**src/rtl/reg_bank_pkg.sv**
```systemverilog
// Shared constants and word type for the reg_bank register file.
package reg_bank_pkg;

    localparam int DEFAULT_WIDTH = 16;
    localparam int DEFAULT_DEPTH = 8;

    typedef logic [DEFAULT_WIDTH-1:0] word_t;

endpackage

```
**src/rtl/reg_bank_word.sv**
```systemverilog
// One register of the bank: synchronous active-high clear, load-enabled update.
import reg_bank_pkg::*;

module reg_bank_word #(
    parameter int WIDTH = DEFAULT_WIDTH
) (
    input  logic             clk,
    input  logic             rst,
    input  logic             load,
    input  logic [WIDTH-1:0] d,
    output logic [WIDTH-1:0] q
);

    always_ff @(posedge clk) begin
        if (rst)
            q <= '0;
        else if (load)
            q <= d;
    end

endmodule

```
**src/rtl/reg_bank.sv**
```systemverilog
// DEPTH x WIDTH register file: one write port, two combinational read ports.
// Define REG_BANK_BYPASS_EN to forward d_in onto a read port addressing the word being written.
import reg_bank_pkg::*;

module reg_bank #(
    parameter int WIDTH  = DEFAULT_WIDTH,
    parameter int DEPTH  = DEFAULT_DEPTH,
    parameter int ADDR_W = $clog2(DEPTH)
) (
    input  logic              clk,
    input  logic              rst,
    input  logic              load,
    input  logic [ADDR_W-1:0] wr_addr,
    input  logic [WIDTH-1:0]  d_in,
    input  logic [ADDR_W-1:0] rd_addr_a,
    input  logic [ADDR_W-1:0] rd_addr_b,
    output logic [WIDTH-1:0]  out_a,
    output logic [WIDTH-1:0]  out_b,
    output logic [DEPTH-1:0]  written
);

    localparam logic [ADDR_W:0] DEPTH_W = DEPTH[ADDR_W:0];

    logic             wr_valid;
    logic [DEPTH-1:0] word_en;
    logic [WIDTH-1:0] regs [DEPTH];

    // Addresses past the last register (non-power-of-2 DEPTH) never write.
    assign wr_valid = load && ({1'b0, wr_addr} < DEPTH_W);

    for (genvar g = 0; g < DEPTH; g++) begin : g_word
        localparam logic [ADDR_W-1:0] IDX = ADDR_W'(g);

        assign word_en[g] = wr_valid && (wr_addr == IDX);

        reg_bank_word #(.WIDTH(WIDTH)) u_word (
            .clk  (clk),
            .rst  (rst),
            .load (word_en[g]),
            .d    (d_in),
            .q    (regs[g])
        );
    end

    always_ff @(posedge clk) begin
        if (rst)
            written <= '0;
        else
            written <= written | word_en;
    end

    // Unmatched (out-of-range) read addresses fall through to zero.
    always_comb begin
        out_a = '0;
        out_b = '0;
        for (int i = 0; i < DEPTH; i++) begin
            if (rd_addr_a == ADDR_W'(i))
                out_a = regs[i];
            if (rd_addr_b == ADDR_W'(i))
                out_b = regs[i];
        end
`ifdef REG_BANK_BYPASS_EN
        if (!rst && wr_valid && (rd_addr_a == wr_addr))
            out_a = d_in;
        if (!rst && wr_valid && (rd_addr_b == wr_addr))
            out_b = d_in;
`endif
    end

endmodule

```
**config.mk**
```make
export PLATFORM = sky130hd
export DESIGN_NAME = reg_bank
export DESIGN_NICKNAME = d
export VERILOG_FILES = /design/src/rtl/reg_bank_pkg.sv /design/src/rtl/reg_bank_word.sv /design/src/rtl/reg_bank.sv
export SDC_FILE = /design/constraint.sdc
export NUM_CORES = 1
export LEC_CHECK = 0
export BUFFER_PORTS_ARGS = -buffer_cell sky130_fd_sc_hd__buf_2
export CAP_MARGIN = 20
export CORE_ASPECT_RATIO = 1.2
export CORE_MARGIN = 5
export CORE_UTILIZATION = 23
export CTS_CLUSTER_DIAMETER = 30
export DETAILED_ROUTE_END_ITERATION = 7
export HOLD_SLACK_MARGIN = 0.15
export PLACE_DENSITY = 0.5
export SETUP_SLACK_MARGIN = 0.2
export SYNTH_ARGS = -nofsm -noshare
export SYNTH_HDL_FRONTEND = slang
export SYNTH_SLANG_ARGS = --single-unit
```
**constraint.sdc**
```tcl
create_clock -name clk -period 1.1 [get_ports clk]
set_input_delay 0.055 -clock clk [delete_from_list [all_inputs] [get_ports clk]]
set_output_delay 0.055 -clock clk [all_outputs]
set_load 0.01 [all_outputs]
```
==> run summary, run 1 <==
outcome -> finished with violations
failing checks -> setup timing
Yosys reg bits -> 136
dpl cell area -> 0.00937 mm²
Worst-path clk slew -> 70 ps
Design Area, Final -> 0.0111 mm²
Syn Area/Cell -> 7.94 µm²
CTS buffer count -> 17
clock network power share -> 0.463
Port Buffers -> 67
post-route ant nets -> 0
initial antenna violation count -> 0
CTS Sinks -> 136
CTS max path bufs -> 2
crit path DAT -> 1710 ps
internal power -> 9.91 mW
largest net degree at the start of global routing -> 79
sequential element share of the synthesized area -> 0.375
CTS tree -> done
actual slew at the worst max-slew pin -> 666 ps
clk_lat worst skew -> 420 ps
R2R Setup Slk -> 280 ps
DIE HEIGHT -> 205 µm
CP required -> 1040 ps
number of detailed-route iterations in the first pass -> 5
first-pass GRT wire length -> 44700 µm
synth top area cells -> dfxtp_1, nand2_1, a21oi_1
crit path capture type -> output pin
share of cells above drive strength 1 -> 0.442
Worst Clk Skew -> 0 ps
max-cap violation count -> 0
gpl congestion -> 0.863
Die X -> 172 µm
Sw Share -> 0.277
Cells after Synth -> 914
syn_nets -> 942
hpwl dp -> 20000 µm
FILL cells -> 3197
leading area contributor after synthesis -> dfxtp_1
Fin. Hold Viols -> 0
Starting DRT DRC Count -> 541
# nets final -> 1098
IO Pins -> 68
number of diodes -> 0
Max Slew Vio Count -> 0
synth unique cells -> 38
Hold WC Path Type -> input port to flip-flop
critical path class -> flip-flop to output pin
post-place setup slack -> -530 ps
Rel. slew slack -> 0.555
# setup viols final -> 32
die area -> 0.0352 mm²
commonest non-fill, non-tap cells in the layout -> nand2_1, a21oi_1, buf_4
layout overhead on the synthesized area -> 52.5%
top cell type's share of synthesized area -> 0.375
WL/cell -> 20.4 µm
Leakage -> 4.06 nW
maximum VDD drop -> 0.829 mV
final period utilization -> 1.60
most common cell after layout, fill and taps aside -> nand2_1
gr usage total -> 0.168
H-tree lvl count -> 4
Crit Path Max Fanout -> 3
Net Sw Power -> 3.80 mW
CORE AREA -> 0.0313 mm²
vias after detailed routing -> 7285
fmax -> 568 MHz
combinational share of power -> 0.163
DR vias/cell -> 4.91
RSZ-0062 raised after global routing -> yes
setup ws final -> -661 ps
# rows -> 71
initial core utilization -> 0.232
Cell Pwr Density -> 1240 mW/mm²
total wire length -> 30200 µm
CTS root buffer -> clkbuf_16
vias in the first global route -> 7298
GRT overflow -> 0
fin crit period -> 1760 ps
crit path launch type -> flip-flop
area of the mapped netlist -> 0.00726 mm²
YS warnings -> 0
share of power burned in registers -> 0.373
DRC -> 0
cell type report:
class | instances | area [µm²] | area share
clock buffers | 17 | 425 | 0.0384
flip-flops and latches | 136 | 2840 | 0.256
well taps | 401 | 502 | 0.0453
multi-input cells | 679 | 4870 | 0.440
clock inverters | 15 | 215 | 0.0194
repair buffers | 235 | 2220 | 0.201
inverters | 1 | 3.75 | 0.000339
through the flow:
step	power [mW]	hold slack, ps	cells	util	setup TNS (ps)
final	13.7	241	1484	0.354	-15590
after global routing	14.2	253	1484	0.354	-17210
after CTS	13.7	221	1480	0.345	-16510
after detailed placement	7.12	383	1419	0.300	-13960
after global placement	7.11	379	1419	0.300	-12890
after floorplan	6.31	256	914	-	0
critical path: stages (launching register included):
cell and delay (ps):
dfxtp_2 330, buf_6 120, mux2_4 260, a221oi_2 260, o22ai_2 150, buf_2 160
kinds of logic (layout without fill, tap and decap cells):
| group | count (synthesis) | in the layout | synth area share |
|---|---|---|---|
| and+or+nand+nor | 367 | 367 | 0.232 |
| DFF | 136 | 136 | 0.375 |
| buffers and inverters | 99 | 268 | 0.0688 |
| AOI/OAI and AO/OA | 244 | 244 | 0.212 |
| muxes | 68 | 68 | 0.112 |
registers in the layout (all words and copies together), names as in the netlist:
register         count
g_word.u_word.q    128
written              8
routing by layer:
metal  routed length [µm]  GRT usage  vias up
met5                    0          0        -
met4                  505     0.0379        0
met3                 1560     0.0320       33
met2                15100      0.288      223
met1                13000      0.217     3531
li1                     -          -     3498
what timing repair did:
item / CTS / global route
pin swaps: 33 / 23
endpoints found under the setup margin: 40 / 117
hold buffers: 17 / 0
cloned: 0 / 1
buffers inserted: 12 / 3
hold endpoints to repair: 136 / 0
resized for setup: 163 / 55
final timing paths:
kind / startpoint / depth (start not counted) / endpoint
worst min-delay path: wr_addr[1] / 5 / g_word[0].u_word.q[6]
worst max register to register: g_word[7].u_word.q[5] / 4 / g_word[7].u_word.q[5]
worst max-delay path: g_word[7].u_word.q[4] / 5 / out_b[4]
worst min register to register: g_word[0].u_word.q[2] / 2 / g_word[0].u_word.q[2]
power by group through the flow:
stage / Sequential, mW / Combinational [mW] / Clock [mW]
after detailed placement: 5.22 / 1.89 / 0
after floorplan: 5.21 / 1.11 / 0
after global routing: 5.13 / 2.38 / 6.65
final: 5.12 / 2.24 / 6.34
after CTS: 5.12 / 2.13 / 6.43
after global placement: 5.22 / 1.89 / 0
cell usage after synthesis (all sizes together):
cell type	count
a221oi	1
mux2i	15
nand4	1
mux4	6
buf	66
or4b	1
dfxtp	136
nor2	17
nor2b	45
mux2	47
a211oi	28
and4bb	3
nand2	259
a22o	14
a21oi	129
nor3	14
nand4bb	3
nand2b	1
and4	1
clkbuf	32
nor4b	1
nand4b	3
a2111oi	14
a22oi	14
and4b	3
o22ai	15
a2bb2oi	1
inv	1
o21ai	14
a31oi	14
nand3b	14
or2	1
Power figures use the tool's default switching activity.
==> run 2: changes to the inputs <==
- PLACE_DENSITY: 0.5 -> 0.49
- clock period: 1.1 -> 1.8 ns (I/O delays scaled with it)
==> run summary, run 2 (same netlist as run 1, synthesis figures left out) <==
max-cap violation count -> 0
WHS Path Cells -> 5
Max Slew Vio Count -> 0
CTS buffer count -> 17
Largest Register -> g_word.u_word.q
clk_lat worst skew -> 430 ps
worst r2r path cells -> 3
HP Start -> wr_addr[1]
Rel. slew slack -> 0.722
CTS max path bufs -> 2
max FFs per register -> 128
# nets final -> 1026
total wire length -> 28600 µm
Fin. Hold Viols -> 0
layout overhead on the synthesized area -> 39.4%
Port Buffers -> 67
DR vias/cell -> 5.01
Leakage -> 3.50 nW
Fin Setup TNS -> 0 ps
hpwl dp -> 18400 µm
r2r endpoint -> g_word[2].u_word.q[8]
Hold WC Path Type -> input port to flip-flop
DIE HEIGHT -> 205 µm
GRT overflow -> 0
R2R Setup Slk -> 650 ps
H-tree lvl count -> 4
RSZ-0062 raised after global routing -> yes
Die X -> 172 µm
final period utilization -> 0.979
crit path launch type -> flip-flop
CP required -> 1710 ps
WL/cell -> 20.2 µm
initial antenna violation count -> 0
die area -> 0.0352 mm²
vias after detailed routing -> 7079
gpl congestion -> 0.838
crit path capture type -> output pin
CP max stage delay -> 470 ps
first-pass GRT wire length -> 42600 µm
post-route ant nets -> 0
fin crit period -> 1760 ps
vias in the first global route -> 6959
Worst-path clk slew -> 60 ps
most common cell after layout, fill and taps aside -> nand2_1
commonest non-fill, non-tap cells in the layout -> nand2_1, a21oi_1, dfxtp_2
worst path cell trace -> mux4_2 > mux2_4 > buf_6
critical path class -> flip-flop to output pin
Cell Pwr Density -> 771 mW/mm²
CTS tree -> done
largest registers -> g_word.u_word.q (128), written (8)
share of cells above drive strength 1 -> 0.405
Hold Crit Endpoint -> g_word[0].u_word.q[3]
largest net degree at the start of global routing -> 58
number of diodes -> 0
maximum VDD drop -> 0.410 mV
initial core utilization -> 0.232
outcome -> completed
Starting DRT DRC Count -> 611
IO Pins -> 68
CTS root buffer -> clkbuf_16
crit path DAT -> 1670 ps
number of detailed-route iterations in the first pass -> 5
CTS Sinks -> 136
cell class contributing the biggest share of worst-path delay -> multiplexers
gr usage total -> 0.161
worst path bufs/invs -> 1
worst r2r src -> g_word[2].u_word.q[8]
fmax -> 568 MHz
DRC -> 0
Tot Pwr -> 7.80 mW
actual slew at the worst max-slew pin -> 415 ps
# rows -> 71
CORE AREA -> 0.0313 mm²
Crit Path Max Fanout -> 3
Worst Clk Skew -> 0 ps
Crit-path slowest cell -> mux4_2
# setup viols final -> 0
run 2: cell count changes in the layout (fill, tap and decap cells not counted), moves of 7 or more:
cell and delta:
buf_2 +9, buf_4 -43, a211oi_2 -7, dfxtp_1 -12
buf_12 -22, buf_6 -15, dfxtp_2 +10
run 2: timing repair:
| action | 4_1_cts | 5_1_grt |
|---|---|---|
| hold buffers | 18 | 0 |
| endpoints found under the hold margin | 133 | 0 |
| setup buffers | 17 | 10 |
| pin swaps | 45 | 31 |
| resized for setup | 174 | 100 |
| endpoints found under the setup margin | 32 | 32 |
run 2: worst max path at each step:
| stage | startpoint | endpoint | cells after the start |
|---|---|---|---|
| after detailed placement | rd_addr_a[0] | out_a[2] | 5 |
| after global placement | rd_addr_a[0] | out_a[2] | 5 |
| after global routing | g_word[0].u_word.q[3] | out_a[3] | 3 |
| final | g_word[3].u_word.q[3] | out_a[3] | 3 |
| after CTS | g_word[2].u_word.q[3] | out_a[3] | 3 |
| after floorplan | rd_addr_a[1] | out_a[10] | 5 |
run 2: through the flow:
step	hold WS (ps)	setup slack [ps]	instance area, µm²	cells	utilization
6_report	388	37.9	10100	1412	0.324
5_1_grt	397	0.297	10100	1412	0.324
3_3_place_gp	415	50.4	8080	1335	0.258
3_5_place_dp	420	29.7	8080	1335	0.258
4_1_cts	370	22.8	9550	1402	0.305
2_1_floorplan	338	559	7260	914	-
run 2: worst min-delay path: cells and delay by family:
kind	cells	cell delay, ps
and+or+nand+nor	2	170
buffers and inverters	2	470
AOI/OAI and AO/OA	1	50
run 2: report_power, final:
group          total, mW  internal [mW]  switching [mW]
Sequential          3.13           3.08          0.0575
Combinational       1.19          0.496           0.690
Clock               3.48           2.10            1.38
Total               7.80           5.67            2.13
run 2: cell type report:
type | instances | area [µm²]
Inverter | 1 | 3.75
Tap cell | 401 | 502
Sequential cell | 136 | 2860
Clock buffer | 20 | 457
Fill cell | 3267 | 21200
Multi-Input combinational cell | 679 | 4880
Clock inverter | 12 | 126
Timing Repair Buffer | 163 | 1290
run 2: metal layers:
| metal | GRT usage | vias up | part of all wire |
|---|---|---|---|
| li1 | - | 3350 | - |
| met1 | 0.217 | 3488 | 0.46 |
| met2 | 0.261 | 195 | 0.48 |
| met3 | 0.0318 | 46 | 0.047 |
| met4 | 0.0441 | 0 | 0.018 |
| met5 | 0 | - | 0 |
